[src/rtl/id_stage.sv]
// id_stage: RV32I decode stage. Picks BIOS or IMEM read data by the fetch PC,
// replays the instruction held across a load-use stall, squashes wrong-path
// instructions after a redirect, decodes register addresses and immediates,
// and drives the ID/EX pipeline register.
//
// Handshake: there is no valid/ready pair. id_stall is a one-cycle hold
// request to fetch (PC and fetch registers freeze while it is high); flush
// always overrides it, and ex_valid marks whether the EX slot carries a real
// instruction or a bubble.
module id_stage #(
   parameter logic [31:0] NOP      = 32'h0000_0013,
   parameter int          BIOS_BIT = 30
) (
   input  logic        clk,
   input  logic        rst,
   input  logic [31:0] id_pc,
   input  logic [31:0] bios_dout,
   input  logic [31:0] imem_dout,
   input  logic        flush,
   output logic        id_stall,
   output logic [4:0]  id_rs1,
   output logic [4:0]  id_rs2,
   output logic [31:0] ex_pc,
   output logic [31:0] ex_inst,
   output logic [31:0] ex_imm,
   output logic [4:0]  ex_rd,
   output logic        ex_valid
);

   localparam logic [6:0] OP_LUI    = 7'b0110111;
   localparam logic [6:0] OP_AUIPC  = 7'b0010111;
   localparam logic [6:0] OP_JAL    = 7'b1101111;
   localparam logic [6:0] OP_JALR   = 7'b1100111;
   localparam logic [6:0] OP_BRANCH = 7'b1100011;
   localparam logic [6:0] OP_LOAD   = 7'b0000011;
   localparam logic [6:0] OP_STORE  = 7'b0100011;
   localparam logic [6:0] OP_IMM    = 7'b0010011;
   localparam logic [6:0] OP_REG    = 7'b0110011;
   localparam logic [6:0] OP_FENCE  = 7'b0001111;
   localparam logic [6:0] OP_SYSTEM = 7'b1110011;

   logic        hold_valid;
   logic [31:0] hold_inst;
   logic        kill_next;

   logic [31:0] raw_inst;
   logic [31:0] id_inst;
   logic [31:0] id_imm;
   logic [4:0]  id_rd;
   logic [6:0]  opcode;
   logic        id_valid;
   logic        hazard;

   // Select the memory that owns the presented PC.
   always_comb begin
      raw_inst = id_pc[BIOS_BIT] ? bios_dout : imem_dout;
   end

   // Effective ID instruction. flush is deliberately left out here so the
   // register-file addresses never depend combinationally on the redirect;
   // a flushed instruction is discarded at the ID/EX register instead.
   always_comb begin
      if (kill_next) begin
         id_inst = NOP;
      end else if (hold_valid) begin
         id_inst = hold_inst;
      end else begin
         id_inst = raw_inst;
      end
      id_valid = !kill_next && !flush;
   end

   // Register addresses, destination and immediate decode.
   always_comb begin
      opcode = id_inst[6:0];
      id_rs1 = id_inst[19:15];
      id_rs2 = 5'd0;
      id_rd  = id_inst[11:7];
      id_imm = 32'd0;
      case (opcode)
         OP_LUI, OP_AUIPC: begin
            id_rs1 = 5'd0;
            id_imm = {id_inst[31:12], 12'd0};
         end
         OP_JAL: begin
            id_rs1 = 5'd0;
            id_imm = {{11{id_inst[31]}}, id_inst[31], id_inst[19:12],
                      id_inst[20], id_inst[30:21], 1'b0};
         end
         OP_SYSTEM: begin
            // CSR immediate forms carry a zimm in the rs1 field.
            if (id_inst[14]) id_rs1 = 5'd0;
            id_imm = {{20{id_inst[31]}}, id_inst[31:20]};
         end
         OP_LOAD, OP_IMM, OP_JALR, OP_FENCE: begin
            id_imm = {{20{id_inst[31]}}, id_inst[31:20]};
         end
         OP_STORE: begin
            id_rs2 = id_inst[24:20];
            id_rd  = 5'd0;
            id_imm = {{20{id_inst[31]}}, id_inst[31:25], id_inst[11:7]};
         end
         OP_BRANCH: begin
            id_rs2 = id_inst[24:20];
            id_rd  = 5'd0;
            id_imm = {{19{id_inst[31]}}, id_inst[31], id_inst[7],
                      id_inst[30:25], id_inst[11:8], 1'b0};
         end
         OP_REG: begin
            id_rs2 = id_inst[24:20];
         end
         default: begin
            id_imm = 32'd0;
         end
      endcase
   end

   // Load-use hazard against the instruction currently in EX.
   always_comb begin
      hazard = ex_valid && (ex_inst[6:0] == OP_LOAD) && (ex_rd != 5'd0) &&
               ((ex_rd == id_rs1) || (ex_rd == id_rs2)) && id_valid;
      id_stall = hazard && !flush;
   end

   // Squash marker: the cycle after a flush (and after reset) is wrong-path.
   always_ff @(posedge clk or negedge rst) begin
      if (!rst) begin
         kill_next <= 1'b1;
      end else begin
         kill_next <= flush;
      end
   end

   // Capture the memory word on the first stall cycle; fetch has already
   // moved the memory on, so the stalled instruction must be replayed from here.
   always_ff @(posedge clk or negedge rst) begin
      if (!rst) begin
         hold_valid <= 1'b0;
         hold_inst  <= NOP;
      end else if (flush || !id_stall) begin
         hold_valid <= 1'b0;
      end else if (!hold_valid) begin
         hold_valid <= 1'b1;
         hold_inst  <= raw_inst;
      end
   end

   // ID/EX pipeline register: flush and stall both insert a bubble.
   always_ff @(posedge clk or negedge rst) begin
      if (!rst) begin
         ex_pc    <= 32'd0;
         ex_inst  <= NOP;
         ex_imm   <= 32'd0;
         ex_rd    <= 5'd0;
         ex_valid <= 1'b0;
      end else if (flush || id_stall) begin
         ex_inst  <= NOP;
         ex_imm   <= 32'd0;
         ex_rd    <= 5'd0;
         ex_valid <= 1'b0;
      end else begin
         ex_pc    <= id_pc;
         ex_inst  <= id_inst;
         ex_imm   <= id_imm;
         ex_rd    <= id_rd;
         ex_valid <= id_valid;
      end
   end

endmodule

[config.mk]
export PLATFORM = sky130hd
export DESIGN_NAME = id_stage
export DESIGN_NICKNAME = d
export VERILOG_FILES = /design/src/rtl/id_stage.sv
export SDC_FILE = /design/constraint.sdc
export NUM_CORES = 1
export LEC_CHECK = 0
export CORE_MARGIN = 2
export CORE_UTILIZATION = 65
export DETAILED_ROUTE_END_ITERATION = 7
export DONT_BUFFER_PORTS = 1
export PLACE_DENSITY = 0.8
export SLEW_MARGIN = 10
export SYNTH_ARGS = -nofsm -noshare
export SYNTH_HDL_FRONTEND = slang
export SYNTH_SLANG_ARGS = --single-unit
[constraint.sdc]
create_clock -name clk -period 13 [get_ports clk]
set_input_delay 3.9 -clock clk [delete_from_list [all_inputs] [get_ports clk]]
set_output_delay 3.9 -clock clk [all_outputs]
set_load 0.005 [all_outputs]
==> key figures <==
Run status
  • Status: finished, final reports clean

Detailed routing
  • DR iter-0 viols: approximately 210
  • Via count: approximately 4.2k
  • Post-route DRC: 0
  • Detail Route Antenna Nets: 0
  • DR WL/cell: 21.0 um
  • Post-Route WL: ~14,000 um
  • Vias per inst: 6.18
  • Drt first pass iters: 5

CTS
  • Clk pin slew, worst setup/hold paths: ~0.060 ns
  • CTS tree: yes
  • Clk_lat worst skew: slightly above 0.5 ns
  • CTS Hold Bufs: 0
  • Postcts setup bufs: 0
  • Htree depth: 4
  • CTS sink cnt: roughly 140
  • Root buffer cell: clkbuf_8
  • Post-CTS Resized: 0
  • Deepest clock path buffer count: 2
  • CTS Buf Count: 17

Synth
  • Synth top area cells: dfrtp_1 (52%), mux2_2 (4.7%), mux2i_1 (4.3%), nor2_1 (3.7%), mux2_4 (3.6%)
  • Post-synthesis average cell area: approximately 11 um2
  • Sequential share of the synthesized area: 0.549
  • Number of flops mapped to enable cells by yosys: 0
  • Synth unique cells: 64
  • Number of synthesized register bits: around 140
  • Cell count after synthesis: between 500 and 600
  • Synth area leader: dfrtp_1
  • Share of the synthesized area in the top cell type: 0.519
  • Synth async-reset ratio: 1.00
  • YS warnings: 0
  • Ys flop type: dfrtp_1
  • Syn Nets: between 600 and 700
  • Post-Syn Area: around 6200 um2

Setup path
  • Setup CP Type: primary input to output port
  • Worst Path Required: between 9 and 10 ns
  • WP buf/inv: 1
  • CP delay by family, top: simple AND/OR/NAND/NOR gates
  • Setup crit end kind: output port
  • Crit-path max FO: 34
  • Stages on worst setup path: 7
  • R2R depth: 10
  • Arr. time, crit path: just under 6 ns
  • R2r endpoint: ex_inst[1]
  • Critical Path Source Type: primary input
  • Cell Chain, Critical Path: mux2i_1 -> o21ai_1 -> nand4_1 -> nor4_1 -> nor4_1 -> a32oi_4 -> inv_1
  • Setup slack, reg-to-reg: between 7 and 8 ns
  • Most frequent CP cell: nor4_1
  • Crit path from: id_pc[30]
  • Slowest stage delay, CP: 0.61 ns
  • Crit path max-delay cell type: nor4_1
  • Capture point of the worst path: id_stall
  • Reg-to-Reg Start: hold_valid

Die
  • Total I/O pin count: roughly 210
  • Row cnt: 35
  • Core Area: around 9200 um2
  • Die Y: about 100 um
  • Initial Util: 0.673
  • Die area: about 10,000 um2
  • Die width: approximately 100 um

Cells and area
  • Design Area, Final: a little under 7000 um2
  • Layout cells sized above 1: 0.194
  • Commonest non-fill, non-tap cell in the layout: dfrtp_1
  • Post-route insts no fill: roughly 690
  • Most frequent cells in the layout: dfrtp_1 (128), nor2_1 (62), nand2_1 (41)
  • Nets: 643
  • Area delta synth->final: 9.14%
  • Diodes inserted: 0

Pwr
  • Power density cells: roughly 150 nW/um2
  • Max VDD drop: around 0.12 mV
  • Leakage: 3.05 nW

Place
  • Post-DP HPWL: around 9700 um
  • DP Area: 6210 um2
  • Routability cong.: 0.869
  • Port Buf Inserts: 0
  • Dpl cells: about 650

Global route
  • Gr ovfl total: 0
  • Vias in the first global route: 4,327
  • GRT Total Usage: 0.282
  • Global-route wire length before repair: between 20,000 and 25,000 um
  • Initial antenna violation count: 0
  • Pin count of the biggest net entering global routing: approximately 140

Min path
  • Min-delay worst type: register to register

Timing
  • Achievable Freq: between 100 and 150 MHz
  • Unrepaired setup endpoints after global routing: false
  • Slew @ Worst Pin: about 1.1 ns
  • Setup-failing EPs final: 0
  • Slew headroom: 0.233
  • Period Utilization, post-route: 0.751
  • Post-Route Setup TNS: 0 ns
  • Post-layout min period: just under 10 ns
  • Skew final: 0.0150 ns
  • Endpoints failing hold: 0
  • Slew Limit Fails: 0

Job
  • Max Cap Viol: 0
## per-layer routing
layer | up-vias | global-route usage | routed length, um
li1 | 1921 | - | -
met1 | 2091 | 0.370 | 5800
met2 | 196 | 0.453 | 7110
met3 | 23 | 0.0821 | 1270
met4 | 0 | 0.0915 | 231
met5 | - | 0 | 0
## worst min path at each step
stage | startpoint | endpoint | slack, ns | cells past startpoint
floorplan | hold_inst[2] | hold_inst[2] | 0.44 | 2
global placement | hold_inst[23] | hold_inst[23] | 0.46 | 1
detailed placement | hold_inst[2] | hold_inst[2] | 0.46 | 2
CTS | hold_inst[2] | hold_inst[2] | 0.48 | 2
global route | hold_inst[6] | hold_inst[6] | 0.51 | 2
finish | hold_inst[2] | hold_inst[2] | 0.48 | 2
## cells by family (layout without fill, tap and decap cells)
family / after synthesis / count (layout) / synth area share
AOI/OAI and AO/OA: 108 / 108 / 0.118
xor gates and xnor gates: 4 / 4 / 0.00564
buffers and inverters: 44 / 47 / 0.0417
DFF: 136 / 136 / 0.549
muxes: 72 / 72 / 0.136
and+or+nand+nor: 189 / 189 / 0.150
## cells in the mapped netlist, types with 7 or more instances
| cell | instances |
|---|---|
| nand3_1 | 7 |
| nand2_1 | 41 |
| o21ai_1 | 7 |
| buf_2 | 11 |
| nor2b_1 | 13 |
| nor2_1 | 62 |
| nand2b_1 | 11 |
| o21ai_0 | 23 |
| dfrtp_1 | 129 |
| nor3_1 | 17 |
| mux2_4 | 15 |
| mux2_2 | 26 |
| dfstp_2 | 7 |
| inv_1 | 11 |
| a21oi_1 | 38 |
| or3_1 | 7 |
| mux2i_1 | 27 |
## area by class of cell
cell class / instances / area, um2
clock inverter: 14 / 165
clock buffer: 17 / 414
fill: 627 / 2450
inverter: 11 / 41.3
multi-input combinational: 373 / 2550
sequential: 136 / 3410
tap: 129 / 161
timing repair buffer: 5 / 37.5
## metrics by stage
stage	total power [mW]	hold slack, ns	util	setup WS, ns
6_report	1.01	0.481	0.734	3.24
5_1_grt	1.05	0.509	0.734	3.04
4_1_cts	1.01	0.477	0.734	3.27
3_5_place_dp	0.550	0.463	0.672	3.29
3_3_place_gp	0.547	0.458	0.672	3.39
2_1_floorplan	0.535	0.441	-	3.19
## where the power goes
group	internal, mW	total [mW]	switching [mW]
logic	0.0344	0.0767	0.0423
clock network	0.277	0.467	0.190
registers	0.448	0.467	0.0190
total	0.760	1.01	0.251
## flip-flops by register name (all words and copies together) (netlist names)
name / count
kill_next: 1
hold_inst: 32
ex_valid: 1
ex_rd: 5
ex_imm: 32
ex_inst: 32
hold_valid: 1
ex_pc: 32
## tightest hold or removal path, delay by kind of cell, from the launching register on
kind / cells / cell delay (ns)
and+or+nand+nor: 1 / 0.04
AOI/OAI and AO/OA: 1 / 0.06
DFF: 1 / 0.34
No activity file was read; power rests on OpenSTA's default activity.
